===== config.mk =====
export PLATFORM = sky130hd
export DESIGN_NAME = img_stream_src
export DESIGN_NICKNAME = d
export VERILOG_FILES = /design/src/rtl/img_stream_src.sv
export SDC_FILE = /design/constraint.sdc
export NUM_CORES = 1
export LEC_CHECK = 0
export BUFFER_PORTS_ARGS = -buffer_cell sky130_fd_sc_hd__buf_2
export CAP_MARGIN = 20
export CORE_UTILIZATION = 44
export CTS_CLUSTER_SIZE = 30
export DETAILED_ROUTE_END_ITERATION = 8
export HOLD_SLACK_MARGIN = 0.06
export PLACE_DENSITY = 0.69
export SYNTH_ARGS = -nofsm -noshare
export SYNTH_HDL_FRONTEND = slang
export SYNTH_SLANG_ARGS = --single-unit
export TNS_END_PERCENT = 30

===== constraint.sdc =====
create_clock -name clk -period 3.5 [get_ports clk]
set_clock_uncertainty 0.05 [all_clocks]
set_input_delay 0.35 -clock clk [delete_from_list [all_inputs] [get_ports clk]]
set_output_delay 0.35 -clock clk [all_outputs]
set_load 0.05 [all_outputs]

===== src/rtl/img_stream_src.sv =====
`timescale 1ns/1ps
`default_nettype none
// ============================================================================
// Module      : img_stream_src
// Description : Reads one IMG_W x IMG_H frame from a 1-cycle-latency RAM and
//               emits it on a valid/ready stream tagged with row/frame eot.
// Revision    : 1.0  initial release
// ============================================================================
module img_stream_src #(
  parameter int W_DATA = 8,
  parameter int IMG_W  = 320,
  parameter int IMG_H  = 240,
  parameter int W_ADDR = $clog2(IMG_W*IMG_H)
) (
  input  logic              clk,
  input  logic              rst,
  input  logic              start,
  output logic              busy,
  output logic              done,
  output logic              mem_rd,
  output logic [W_ADDR-1:0] mem_addr,
  input  logic [W_DATA-1:0] mem_data,
  output logic              dout_valid,
  input  logic              dout_ready,
  output logic [W_DATA-1:0] dout_data,
  output logic [1:0]        dout_eot
);

  localparam int c_W_X = (IMG_W > 1) ? $clog2(IMG_W) : 1;
  localparam int c_W_Y = (IMG_H > 1) ? $clog2(IMG_H) : 1;
  localparam logic [c_W_X-1:0]  c_X_LAST   = c_W_X'(IMG_W-1);
  localparam logic [c_W_Y-1:0]  c_Y_LAST   = c_W_Y'(IMG_H-1);
  localparam logic [W_ADDR-1:0] c_ADDR_ONE = W_ADDR'(1);

  localparam logic [1:0] c_S_IDLE  = 2'd0;
  localparam logic [1:0] c_S_RUN   = 2'd1;
  localparam logic [1:0] c_S_DRAIN = 2'd2;
  localparam logic [1:0] c_S_DONE  = 2'd3;

  logic [1:0]        r_state;
  logic [1:0]        w_state_nxt;

  logic [c_W_X-1:0]  r_x;
  logic [c_W_Y-1:0]  r_y;
  logic [W_ADDR-1:0] r_addr;
  logic              r_inflight;
  logic [1:0]        r_inflight_eot;

  logic [W_DATA-1:0] r_buf_data [0:1];
  logic [1:0]        r_buf_eot  [0:1];
  logic              r_wptr;
  logic              r_rptr;
  logic [1:0]        r_occ;

  logic              w_pop;
  logic              w_push;
  logic              w_room;
  logic              w_x_last;
  logic              w_y_last;
  logic [1:0]        w_eot_issue;

  assign dout_valid  = (r_occ != 2'd0);
  assign dout_data   = r_buf_data[r_rptr];
  assign dout_eot    = r_buf_eot[r_rptr];
  assign mem_addr    = r_addr;

  assign w_pop       = dout_valid & dout_ready;
  assign w_push      = r_inflight;
  assign w_x_last    = (r_x == c_X_LAST);
  assign w_y_last    = (r_y == c_Y_LAST);
  assign w_eot_issue = {w_x_last & w_y_last, w_x_last};

  // occ + inflight - pop < 2, rearranged to stay non-negative
  assign w_room = (({1'b0, r_occ} + {2'b00, r_inflight}) < (3'd2 + {2'b00, w_pop}));

  always_ff @(posedge clk) begin
    if (rst) begin
      r_state <= c_S_IDLE;
    end else begin
      r_state <= w_state_nxt;
    end
  end

  always_comb begin
    w_state_nxt = r_state;
    case (r_state)
      c_S_IDLE:  if (start) w_state_nxt = c_S_RUN;
      c_S_RUN:   if (mem_rd && w_x_last && w_y_last) w_state_nxt = c_S_DRAIN;
      // the final pixel is the only entry left once it is being popped
      c_S_DRAIN: if (w_pop && (r_occ == 2'd1) && !r_inflight && dout_eot[1])
                   w_state_nxt = c_S_DONE;
      c_S_DONE:  w_state_nxt = c_S_IDLE;
      default:   w_state_nxt = c_S_IDLE;
    endcase
  end

  always_comb begin
    mem_rd = 1'b0;
    busy   = 1'b0;
    done   = 1'b0;
    case (r_state)
      c_S_IDLE:  busy = 1'b0;
      c_S_RUN:   begin busy = 1'b1; mem_rd = w_room; end
      c_S_DRAIN: busy = 1'b1;
      c_S_DONE:  begin busy = 1'b1; done = 1'b1; end
      default:   busy = 1'b0;
    endcase
  end

  always_ff @(posedge clk) begin
    if (rst) begin
      r_x            <= '0;
      r_y            <= '0;
      r_addr         <= '0;
      r_inflight     <= 1'b0;
      r_inflight_eot <= 2'b00;
    end else begin
      r_inflight     <= mem_rd;
      r_inflight_eot <= w_eot_issue;
      if (r_state == c_S_IDLE && start) begin
        r_x    <= '0;
        r_y    <= '0;
        r_addr <= '0;
      end else if (mem_rd) begin
        r_addr <= r_addr + c_ADDR_ONE;
        if (w_x_last) begin
          r_x <= '0;
          r_y <= r_y + c_W_Y'(1);
        end else begin
          r_x <= r_x + c_W_X'(1);
        end
      end
    end
  end

  always_ff @(posedge clk) begin
    if (rst) begin
      r_buf_data[0] <= '0;
      r_buf_data[1] <= '0;
      r_buf_eot[0]  <= 2'b00;
      r_buf_eot[1]  <= 2'b00;
      r_wptr        <= 1'b0;
      r_rptr        <= 1'b0;
      r_occ         <= 2'd0;
    end else begin
      if (w_push) begin
        r_buf_data[r_wptr] <= mem_data;
        r_buf_eot[r_wptr]  <= r_inflight_eot;
        r_wptr             <= ~r_wptr;
      end
      if (w_pop) begin
        r_rptr <= ~r_rptr;
      end
      case ({w_push, w_pop})
        2'b10:   r_occ <= r_occ + 2'd1;
        2'b01:   r_occ <= r_occ - 2'd1;
        default: r_occ <= r_occ;
      endcase
    end
  end

endmodule
`default_nettype wire


# Word level (Yosys, flattened, before mapping)
# Memories as Yosys holds them, arrays and structs flattened. A register that Yosys moved wholly into a read port is not among the register bits.
# Cells that the tools add are included.
dict set report totals {
  register_bits 43
  mem_bits_rw 20
  in_bits 12
  out_inout_bits 31
  word_cells 74
  mem_count 2
}
dict set report op_classes {
  add_sub_neg 7
  n_lt_le_gt_ge 1
  n_eq_ne 11
  n_mux 24
  bitwise 4
  reduce_logical 16
}
# name words word_bits read_ports rd_clocked_by_memory_dff wr line_no
set mem_list {}
lappend mem_list {r_buf_data 2 8 1 1 2 49} ;# logic [W_DATA-1:0] r_buf_data [0:1];
lappend mem_list {r_buf_eot 2 2 1 1 2 50} ;# logic [1:0] r_buf_eot [0:1];
# cell count
set op_table {}
lappend op_table {{17-bit by 1-bit adder with 17-bit output, second input constant} 1}
lappend op_table {{1-bit two-way mux} 15}
lappend op_table {{9-bit by 1-bit adder with 9-bit output, second input constant} 1}
lappend op_table {{9-bit == test, second input constant} 1}
lappend op_table {{9-bit two-way mux} 1}
lappend op_table {{8-bit by 1-bit adder with 8-bit output, second input constant} 1}
lappend op_table {{8-bit == test, second input constant} 1}
lappend op_table {{2-bit two-way mux} 4}
lappend op_table {{8-bit two-way mux} 1}
lappend op_table {{2-bit one-hot mux with 4 select lines} 1}
lappend op_table {{8-bit OR reduction} 1}
lappend op_table {{2-bit by 1-bit == test with 1-bit output, second input constant} 3}
lappend op_table {{2-bit == test, second input constant} 3}
lappend op_table {{1-bit logical AND} 6}
lappend op_table {{2-bit != test, second input constant} 3}
lappend op_table {{2-bit one-hot mux with 2 select lines} 1}
lappend op_table {{2-bit nonzero test} 2}
lappend op_table {{2-bit OR reduction} 2}
lappend op_table {{2-bit by 1-bit adder with 3-bit output} 1}
lappend op_table {{2-bit by 1-bit adder with 3-bit output, first input constant} 1}
lappend op_table {{3-bit < comparator} 1}
lappend op_table {{3-bit AND reduction} 1}
lappend op_table {{3-bit OR reduction} 1}
lappend op_table {{2-bit by 1-bit adder with 2-bit output, second input constant} 1}
lappend op_table {{other kinds (7)} 9}

# Longest topological paths before layout
# Gate-level depths: netlist of run 1.
dict set report logic_depth {
  ltp_word 9
  ltp_mapped 9
  ltp_nobuf 8
}

# Least setup slack after synthesis of run 1
# Ideal clock, no wire load.
dict set report synth_path {
  path_kind {reg-to-reg}
  start {register r_occ[0]}
  end {register r_x[0]}
  setup_time_ns 0.119
  arrival_time_ns 2.581
  required_ns 3.331
  path_slack_ns 0.749
  path_stages_with_launch 10
  n_path_buf 1
  synth_period_minus_slack_ns 2.751
  cell_sequence {dfxtp_1 > inv_1 > ha_1 > or3b_2 > a21o_1 > inv_1 > clkbuf_1 > nand2_1 > nand2_1 > nor2_1}
}
dict set report synth_via {
  elab_chain_cells 5
  elab_cells_between_ends 6
  cone_classes {add/sub: 2; order compare: 1; mux: 1; bitwise: 1; reduce/logical: 1}
}
# item line_no
set synth_rtl {}
lappend synth_rtl {{start, declared} 53} ;# logic [1:0] r_occ;
lappend synth_rtl {{start signal, assigned} 155} ;# 2'b10: r_occ <= r_occ + 2'd1;
lappend synth_rtl {{start signal, assigned} 156} ;# 2'b01: r_occ <= r_occ - 2'd1;
lappend synth_rtl {{start signal, assigned} 157} ;# default: r_occ <= r_occ;
lappend synth_rtl {{2-bit nonzero test} 62} ;# assign dout_valid = (r_occ != 2'd0);
lappend synth_rtl {{1-bit bitwise AND} 67} ;# assign w_pop = dout_valid & dout_ready;
lappend synth_rtl {{2-bit by 1-bit adder with 3-bit output} 74} ;# assign w_room = (({1'b0, r_occ} + {2'b00, r_inflight}) < (3'd2 + {2'b00, w_pop}));
lappend synth_rtl {{3-bit < comparator (*)} 74}
lappend synth_rtl {{1-bit two-way mux (*)} 101} ;# case (r_state)
lappend synth_rtl {{net mem_rd} 20} ;# output logic mem_rd,
lappend synth_rtl {{end signal, assigned} 130} ;# r_x <= r_x + c_W_X'(1);
lappend synth_rtl {{end, declared} 43} ;# logic [c_W_X-1:0] r_x;
# Mark *: on every way through the listed nets, which the timed path passes. The rest lies on a longest branch.
# A chain may end at the register's enable or synchronous reset.

# Worst setup path in the final report of run 1
dict set report layout_path {
  start {register r_occ[0]}
  end {output port mem_rd}
}
dict set report layout_via {
  elab_chain_cells 5
  elab_cells_between_ends 6
  cone_classes {add/sub: 2; order compare: 1; mux: 1; bitwise: 1; reduce/logical: 1}
}
# item line_no
set layout_rtl {}
lappend layout_rtl {{2-bit nonzero test} 62}
lappend layout_rtl {{1-bit bitwise AND} 67}
lappend layout_rtl {{2-bit by 1-bit adder with 3-bit output} 74}
lappend layout_rtl {{3-bit < comparator (*)} 74}
lappend layout_rtl {{1-bit two-way mux (*)} 101}
lappend layout_rtl {{end, declared} 20}
# Every way passes the cells marked *; elsewhere a longest branch is shown, timed or not.

==> metrics.txt, run 1 <==
Syn Nets=316; Distinct cells, synth=41; final net count=362; arrival time at the worst endpoint=2660 ps; reg2reg path depth=7; period utilization=around 88%; achievable clock frequency=326 MHz; Max Slew Vio Count=0; H-tree depth=3; gr ovfl total=0; Max Cap Viol=0; Area Growth Syn to Fin=18.2%; Crit path largest cell delay=between 500 and 600 ps; DP HPWL=3.72 mm; I/O pin count=43; crit-path most repeated cell=inv_1; Post-synth ARST share=0%; core area=between 6000 and 7000 um^2; Chip Height=83.7 um; initial antenna violation count=0; FF-to-FF Start=r_occ[0]$_SDFFE_PP0P_; PwrDens=672 nW/um^2; Slowest-stage cell, CP=or3b_2; post-synthesis sequential area ratio=50.5%; Post-Syn Area=2930 um^2; Worst Max-Slew Pin Slew=1010 ps; Worst setup SP type=register; Clk pin slew, worst setup/hold paths=80 ps; dpl ws=660 ps; Clock Power Share=33.1%; Post-Layout Cell Count=between 400 and 500; starting DRC count in detailed routing=64; All-Layer GR Usage=16.4%; Most used DFF post-synth=dfxtp_1; first-pass GRT wire length=9.11 mm; slew margin rel.=between 30% and 40%; WHS Path Cells=2; Psw=0.820 mW; Starting Density=between 40% and 50%; RSZ-0062 raised after global routing=false; hold path start=mem_data[6]; WL/cell=approximately 13 um; port bufs=42; GPL Wtd Cong=roughly 0.82; CTS root buf=clkbuf_8; Detail Route Antenna Nets=0; CTS resizes=0; share of layout cells above drive strength 1=21.3%; YS warnings=0; Clock Latency Late Sink=340 ps; Crit path buffers/inverters=3; die width=between 80 and 90 um; crit path kind=reg2out; vias in the first global route=1961; Post-synth EDFFs=20; Hold-fix buffers, CTS=0; n_diodes=0; clock tree sinks=64; Avg Cell Area, Syn=10.1 um^2; Worst VDD drop=approximately 0.38 mV; internal power=1.51 mW; Cells after Synth=291; Clock Path Buffers=2; die area=around 7000 um^2; synthesis-stage register bit count=64; drt pass-1 iters=4; hold path endpoint=r_buf_data[1][6]$_SDFFCE_PN0P_; # rows=29; Leakage=1.39 nW; Core Util, Final=54.3%; R2R Path End=r_state[0]$_SDFFE_PP0P_; number of setup violations in the final report=0; switching share of power=approximately a third; CP Cell Sequence=inv_1, ha_1, or3b_2, a21o_1, inv_1, buf_2; CP top delay family=buffers and inverters; CP required=3100 ps; pin count of the biggest net entering global routing=28; min-delay worst type=in2reg; status=finished, final reports clean; Logic pwr share=28.9%; Post-CTS Setup Bufs=0; CTS Buf Count=9; Placed Cells=403; Reg power frac=38.1%; post-route DRC violation count=0; CTS tree=built; CP Capture Type=output port; shortest period the worst path allows=approximately 3000 ps; Vias=around 2.1k; post-DR vias/cell=5.03; fillers=570; reg2reg setup slack=roughly 600 ps; Total Neg Setup Slack=0 ps; routed wire length=5.39 mm; Final Hold Viols=0; final worst setup slack=437 ps; largest fanout on the critical path=15
-- cell usage after synthesis (6+ instances only) --
master | n | share of area, %
a21oi_1 | 6 | 1.0
and2_1 | 21 | 4.5
clkbuf_1 | 8 | 1.0
dfxtp_1 | 44 | 30
edfxtp_1 | 20 | 20
ha_1 | 13 | 5.5
inv_1 | 14 | 1.8
mux2_2 | 9 | 3.5
nand2_1 | 16 | 2.0
nand3_1 | 12 | 2.0
nand4_1 | 7 | 1.5
nor2_1 | 40 | 5.1
nor3_1 | 7 | 1.2
xnor2_1 | 15 | 4.5
xor2_1 | 17 | 5.1
-- power by group through the flow --
stage,Combinational [mW],Sequential (mW),Clock [mW]
5_1_grt,0.729,0.897,0.824
3_5_place_dp,0.672,0.907,0
6_report,0.673,0.887,0.770
3_3_place_gp,0.662,0.901,0
2_1_floorplan,0.547,0.893,0
4_1_cts,0.679,0.889,0.782
-- cells in the final DEF (no fill, tap or decap), types with 7 or more instances in the layout --
cell | Yosys | final
inv_1 | 14 | 14
xor2_1 | 17 | 17
nand2_1 | 16 | 16
nand3_1 | 12 | 12
xnor2_1 | 15 | 15
clkbuf_8 | 0 | 9
ha_1 | 13 | 13
dfxtp_1 | 44 | 44
buf_2 | 1 | 42
and2_1 | 21 | 21
edfxtp_1 | 20 | 20
nor3_1 | 7 | 7
nand4_1 | 7 | 7
mux2_2 | 9 | 9
nor2_1 | 40 | 40
-- state kept, by name, summed over array words and instances (netlist names), 2 cells and up, named ones only --
| register | count |
|---|---|
| r_occ | 2 |
| r_state | 2 |
| r_y | 8 |
| r_inflight_eot | 2 |
| r_x | 9 |
| r_buf_data | 16 |
| mem_addr | 17 |
| r_buf_eot | 4 |
-- metal layers --
| metal | GRT usage, % | part of all wire [%] | up-vias | wire (um) |
|---|---|---|---|---|
| li1 | - | - | 1087 | - |
| met1 | 20.7 | 47 | 971 | 2540 |
| met2 | 26.2 | 48 | 44 | 2580 |
| met3 | 5.14 | 4.1 | 6 | 222 |
| met4 | 6.63 | 1.1 | 0 | 57 |
| met5 | 0 | 0 | - | 0 |
-- cell type report --
class,count,area (um^2),area share (%)
repair buffers,45,233,6.71
inverters,14,52.6,1.52
well taps,77,96.3,2.78
clock inverters,7,119,3.43
multi-input cells,203,1360,39.3
flip-flops and latches,64,1480,42.7
clock buffers,9,124,3.57
-- logic make-up (layout without fill, tap and decap cells) --
| family | after synthesis | after routing | share of synthesized area (%) |
|---|---|---|---|
| flops | 64 | 64 | 50.5 |
| compound gates | 20 | 20 | 4.82 |
| mux | 11 | 11 | 4.14 |
| xor+xnor | 32 | 32 | 9.55 |
| simple gates | 127 | 127 | 22.3 |
| buf+inv | 24 | 75 | 3.11 |
| fa+ha+maj | 13 | 13 | 5.54 |
-- through the flow --
stage | instance area [um^2] | power (mW) | hold WS (ps)
finish | 3470 | 2.33 | 249
global route | 3470 | 2.45 | 237
CTS | 3470 | 2.35 | 239
detailed placement | 3220 | 1.58 | 423
global placement | 3220 | 1.56 | 419
floorplan | 2930 | 1.44 | 399
-- how the worst max path moves through the flow --
stage / cells after the start / endpoint / slack, ps / startpoint
after global routing: 6 / mem_rd / 290 / r_occ[0]$_SDFFE_PP0P_
after detailed placement: 7 / r_state[0]$_SDFFE_PP0P_ / 660 / r_occ[0]$_SDFFE_PP0P_
after floorplan: 9 / r_x[0]$_SDFFE_PP0N_ / 750 / r_occ[0]$_SDFFE_PP0P_
after global placement: 7 / r_state[0]$_SDFFE_PP0P_ / 740 / r_occ[0]$_SDFFE_PP0P_
final: 6 / mem_rd / 440 / r_occ[0]$_SDFFE_PP0P_
after CTS: 6 / mem_rd / 430 / r_occ[0]$_SDFFE_PP0P_
(Power assumes the default switching activity.)
==> run 2: changes to the inputs <==
--- a/config.mk
+++ b/config.mk
@@ -7,11 +7,12 @@
 export LEC_CHECK = 0
 export BUFFER_PORTS_ARGS = -buffer_cell sky130_fd_sc_hd__buf_2
 export CAP_MARGIN = 20
-export CORE_UTILIZATION = 44
+export CORE_MARGIN = 4
+export CORE_UTILIZATION = 50
 export CTS_CLUSTER_SIZE = 30
 export DETAILED_ROUTE_END_ITERATION = 8
 export HOLD_SLACK_MARGIN = 0.06
-export PLACE_DENSITY = 0.69
+export PLACE_DENSITY = 0.76
 export SYNTH_ARGS = -nofsm -noshare
 export SYNTH_HDL_FRONTEND = slang
 export SYNTH_SLANG_ARGS = --single-unit
==> run 2 against run 1 <==
  * Routed wire length is 1.3% higher
  * Critical path depth stayed put
  * Combinational power hardly changed
  * Non-clock buffer count stayed put
  * Maximum frequency is 1.2% higher
  * Final cell count is 1.2% lower
  * Via count is 2.5% higher
  * Critical path type unchanged
==> metrics.txt, run 2 (synthesis results as in run 1) <==
status=finished, final reports clean; min-delay worst type=in2reg; Core Util, Final=60.6% (+6.3 points); largest fanout on the critical path=15 (unchanged); die width=84.6 um (+1.1%); final worst setup slack=474 ps (+37.2 ps); clock tree sinks=64 (unchanged); die area=7160 um^2 (+2.3%); Worst setup SP type=register; Clock Power Share=27.3% (-5.8 points); crit path to=mem_rd; Vias=2161 (+2.5%); PwrDens=631 nW/um^2 (-6.1%); Placed Area=3220 um^2 (-0.19%); post-route DRC violation count=0 (unchanged); internal power=1.36 mW (-10%); drt pass-1 iters=4 (unchanged); reg2reg path depth=7 (unchanged); Max Cap Viol=0 (unchanged); All-Layer GR Usage=16.8% (+0.40 points); WL/cell=13.2 um (+2.5%); Chip Height=84.6 um (+1.1%); dpl ws=651 ps (-8.40 ps); Hold WS=252 ps (+2.77 ps); most frequent cells in the layout=44 x dfxtp_1, 42 x buf_2, 40 x nor2_1; Post-Layout Cell Count=414 (-1.2%); CTS tree=built; Clock Path Buffers=2 (unchanged); core area=5610 um^2 (-12%); reg2reg setup slack=660 ps (+50 ps); routed wire length=5.46 mm (+1.3%); share of layout cells above drive strength 1=20.5% (-0.88 points); CTS resizes=0 (unchanged); Max Slew Vio Count=0 (unchanged); Psw=0.785 mW (-4.2%); Logic pwr share=31.4% (+2.5 points); Design Area, Final=3400 um^2 (-2.0%); switching share of power=36.6% (+1.4 points); CP required=3100 ps (about the same); flip-flop count of the largest register after layout=17 (unchanged); Worst Max-Slew Pin Slew=1020 ps (+5.79 ps); port bufs=42 (unchanged); DP HPWL=3.93 mm (+5.6%); GPL Wtd Cong=0.755 (-7.9%); Reg power frac=41.4% (+3.3 points); number of setup violations in the final report=0 (unchanged); starting DRC count in detailed routing=64 (unchanged); Clk pin slew, worst setup/hold paths=70 ps (about the same); arrival time at the worst endpoint=2630 ps (-30 ps); most common cell after layout, fill and taps aside=dfxtp_1; post-DR vias/cell=5.22 (+3.8%); Total Neg Setup Slack=0 ps (unchanged); Placed Cells=398 (-1.2%); n_diodes=0 (unchanged); shortest period the worst path allows=3030 ps (-37.2 ps); initial antenna violation count=0 (unchanged); Post-CTS Setup Bufs=0 (unchanged); RSZ-0062 raised after global routing=false; # rows=27 (-6.9%); R2R Path End=r_state[0]$_SDFFE_PP0P_; crit path kind=reg2out; slew margin rel.=31.9% (-0.39 points); first-pass GRT wire length=9.68 mm (+6.3%); Area Growth Syn to Fin=15.8%; Leakage=1.37 nW (-1.8%); H-tree depth=3 (unchanged); gr ovfl total=0 (unchanged); CTS root buf=clkbuf_8; Hold-fix buffers, CTS=0 (unchanged); Power, Total=2.14 mW (-8.0%); Starting Density=52.3% (+6.4 points); Worst VDD drop=0.385 mV (+2.4%); Final Hold Viols=0 (unchanged); Clock Latency Late Sink=340 ps (about the same); FF-to-FF Start=r_occ[0]$_SDFFE_PP0P_; period utilization=86.4% (-1.1 points); Worst Setup SP=r_occ[0]$_SDFFE_PP0P_; achievable clock frequency=331 MHz (+1.2%); CP Capture Type=output port; final net count=362 (unchanged); Detail Route Antenna Nets=0 (unchanged); pin count of the biggest net entering global routing=28 (unchanged); vias in the first global route=2215 (+13%); CTS Buf Count=9 (unchanged); I/O pin count=43 (unchanged)
==> run 2: changes by cell type in the layout (fill, tap and decap cells not counted), sizes merged <==
cell      before  now
bufinv         3    1
clkbuf         9   11
clkinv         2    4
clkinvlp       1    0
inv           15   14
==> run 2: power by group through the flow <==
stage          clock network [mW]  registers (mW)  logic [mW]
3_5_place_dp                    0           0.906       0.674
4_1_cts                     0.600           0.889       0.680
2_1_floorplan                   0           0.893       0.547
6_report                    0.584           0.887       0.673
5_1_grt                     0.634           0.897       0.738
3_3_place_gp                    0           0.900       0.659
==> run 2: cell type report <==
| type | instances | area [um^2] |
|---|---|---|
| Clock inverter | 5 | 47.5 |
| Sequential cell | 64 | 1480 |
| Clock buffer | 11 | 131 |
| Timing Repair Buffer | 45 | 233 |
| Fill cell | 530 | 2210 |
| Multi-Input combinational cell | 203 | 1360 |
| Tap cell | 72 | 90.1 |
| Inverter | 14 | 52.6 |
==> run 2: per-layer routing <==
metal,up-vias,share of wire [%],global-route usage (%)
met3,18,4.3,4.32
met2,49,47,27.5
met4,0,3.0,9.93
li1,1083,-,-
met5,-,0,0
met1,1011,45,19.9
==> run 2: worst max-delay path: stages, from the launching register on <==
cell     delay [ps]
dfxtp_1         390
inv_1            60
ha_1            220
or3b_2          520
a21o_1          360
inv_1           390
buf_2           350
==> run 2: how the worst min path moves through the flow <==
stage	from	endpoint	slack [ps]	cells past startpoint
2_1_floorplan	r_y[7]$_SDFFE_PP0P_	r_y[7]$_SDFFE_PP0P_	400	2
3_3_place_gp	r_y[7]$_SDFFE_PP0P_	r_y[7]$_SDFFE_PP0P_	410	2
3_5_place_dp	r_x[1]$_SDFFE_PP0N_	r_x[1]$_SDFFE_PP0N_	420	2
4_1_cts	mem_data[5]	r_buf_data[0][5]$_SDFFCE_PN0P_	240	2
5_1_grt	mem_data[5]	r_buf_data[0][5]$_SDFFCE_PN0P_	250	2
6_report	mem_data[5]	r_buf_data[0][5]$_SDFFCE_PN0P_	250	2
==> run 3: changes to the inputs <==
--- a/config.mk
+++ b/config.mk
@@ -12,7 +12,9 @@
 export CTS_CLUSTER_SIZE = 30
 export DETAILED_ROUTE_END_ITERATION = 8
 export HOLD_SLACK_MARGIN = 0.06
-export PLACE_DENSITY = 0.76
+export PLACE_DENSITY = 0.74
+export REMOVE_ABC_BUFFERS = 1
+export SLEW_MARGIN = 10
 export SYNTH_ARGS = -nofsm -noshare
 export SYNTH_HDL_FRONTEND = slang
 export SYNTH_SLANG_ARGS = --single-unit
==> run 3 against run 2 <==
  * Clock-buffer cell count down 1
  * Utilization up 1.0 points
  * Routed wire length down 1.6%
  * Final cell count unchanged
  * Via count down 1.2%
  * Register-to-register slack worse by 50 ps
  * Sequential power about the same
  * Hold slack better by 2.7 ps
  * Critical path depth unchanged
  * Non-clock buffer count unchanged
  * First-iteration DRC count up 27%
  * Highest routed layer unchanged
==> metrics.txt, run 3 (synthesis results as in run 1) <==
starting DRC count in detailed routing=81 (+27%); arrival time at the worst endpoint=2670 ps (+40 ps); register area=1480 um^2 (unchanged); WL/cell=13.0 um (-1.6%); Crit path largest cell delay=520 ps (about the same); Core Util, Final=61.6% (+1.0 points); slew margin rel.=35.1% (+3.2 points); Worst Max-Slew Pin Slew=972 ps (-47.7 ps); CP required=3100 ps (about the same); Total Neg Setup Slack=0 ps (unchanged); final worst setup slack=432 ps (-42.2 ps); CP Capture Type=output port; post-route DRC violation count=0 (unchanged); dpl ws=657 ps (+6.27 ps); Clk pin slew, worst setup/hold paths=70 ps (about the same); RSZ-0062 raised after global routing=false; Slowest-stage cell, CP=or3b_2; drt pass-1 iters=4 (unchanged); shortest period the worst path allows=3070 ps (+42.2 ps); routed wire length=5.37 mm (-1.6%); Hold WS=254 ps (+2.71 ps); Placed Cells=398 (unchanged); largest fanout on the critical path=15 (unchanged); most common cell after layout, fill and taps aside=dfxtp_1; Max Cap Viol=0 (unchanged); min-delay worst type=in2reg; Placed Area=3220 um^2 (unchanged); post-DR vias/cell=5.16 (-1.2%); share of layout cells above drive strength 1=21.3% (+0.88 points); first-pass GRT wire length=9.34 mm (-3.5%); crit-path most repeated cell=inv_1; fillers=528 (-0.38%); GPL Wtd Cong=0.762 (+0.93%); period utilization=87.7% (+1.2 points); n_diodes=0 (unchanged); port bufs=42 (unchanged); I/O pin count=43 (unchanged); number of setup violations in the final report=0 (unchanged); Starting Density=52.3% (unchanged); Worst setup SP type=register; status=finished, final reports clean; PwrDens=667 nW/um^2 (+5.6%); flip-flop count of the largest register after layout=17 (unchanged); CTS root buf=clkbuf_8; CP Cell Sequence=inv_1, ha_1, or3b_2, a21o_1, inv_1, buf_2; core area=5610 um^2 (unchanged); vias in the first global route=2079 (-6.1%); area of the multi-input gates=1360 um^2 (unchanged); Post-Layout Cell Count=414 (unchanged); Hold-fix buffers, CTS=0 (unchanged); Final Hold Viols=0 (unchanged); most frequent cells in the layout=44 x dfxtp_1, 42 x buf_2, 40 x nor2_1; CTS resizes=0 (unchanged); final net count=362 (unchanged); DP HPWL=3.73 mm (-5.0%); Design Area, Final=3450 um^2 (+1.7%); pin count of the biggest net entering global routing=28 (unchanged); Leakage=1.40 nW (+2.1%); Worst VDD drop=0.413 mV (+7.3%); CTS Buf Count=9 (unchanged); Clock Path Buffers=2 (unchanged); All-Layer GR Usage=16.3% (-0.58 points); clock tree sinks=64 (unchanged); gr ovfl total=0 (unchanged); die area=7160 um^2 (unchanged); CP top delay family=buffers and inverters; Power, Total=2.30 mW (+7.4%); Detail Route Antenna Nets=0 (unchanged); Vias=2135 (-1.2%); Crit path buffers/inverters=3 (unchanged); achievable clock frequency=326 MHz (-1.4%); Post-CTS Setup Bufs=0 (unchanged); initial antenna violation count=0 (unchanged); CTS tree=built; crit path kind=reg2out; Chip Height=84.6 um (unchanged); # rows=27 (unchanged); Max Slew Vio Count=0 (unchanged); die width=84.6 um (unchanged); H-tree depth=3 (unchanged); Area Growth Syn to Fin=17.7%; Clock Latency Late Sink=330 ps (about the same)
==> run 3: cell count changes in the layout (fill, tap and decap cells not counted) <==
cell       change
bufinv_16      +2
clkinv_1       -2
clkbuf_1       -1
clkinv_4       +1
==> run 3: path summary, 6_finish.rpt <==
kind	start	endpoint	slack, ps	depth (start not counted)
setup reg to reg	r_occ[0]$_SDFFE_PP0P_	r_state[0]$_SDFFE_PP0P_	610	7
setup / recovery	r_occ[0]$_SDFFE_PP0P_	mem_rd	430	6
hold reg to reg	r_y[1]$_SDFFE_PP0P_	r_y[1]$_SDFFE_PP0P_	430	2
hold / removal	mem_data[1]	r_buf_data[1][1]$_SDFFCE_PN0P_	250	2
==> run 3: area by class of cell <==
type / instances / area share, %
multi-input combinational: 203 / 39.4
clock buffer: 10 / 3.69
clock inverter: 6 / 3.15
inverter: 14 / 1.52
tap: 72 / 2.61
sequential: 64 / 42.9
timing repair buffer: 45 / 6.74
==> run 3: report_power, final <==
part	internal, mW	switching, mW
registers	0.833	0.0548
clock network	0.472	0.270
logic	0.203	0.471
total	1.51	0.795
==> run 3: per-layer routing <==
layer / wire length [um] / share of wire (%) / vias to the layer above / global-route usage, %
met4: 91 / 1.7 / 0 / 7.77
met1: 2470 / 46 / 991 / 20.1
met2: 2580 / 48 / 44 / 26.9
li1: - / - / 1093 / -
met5: 0 / 0 / - / 0
met3: 239 / 4.4 / 7 / 3.53
==> run 3: worst reg2reg max path, cell delays in order, from the launching register on <==
cell	delay, ps
dfxtp_1	390
inv_1	70
ha_1	220
or3b_2	520
a21o_1	370
o41a_1	510
or4_1	540
a21oi_1	150
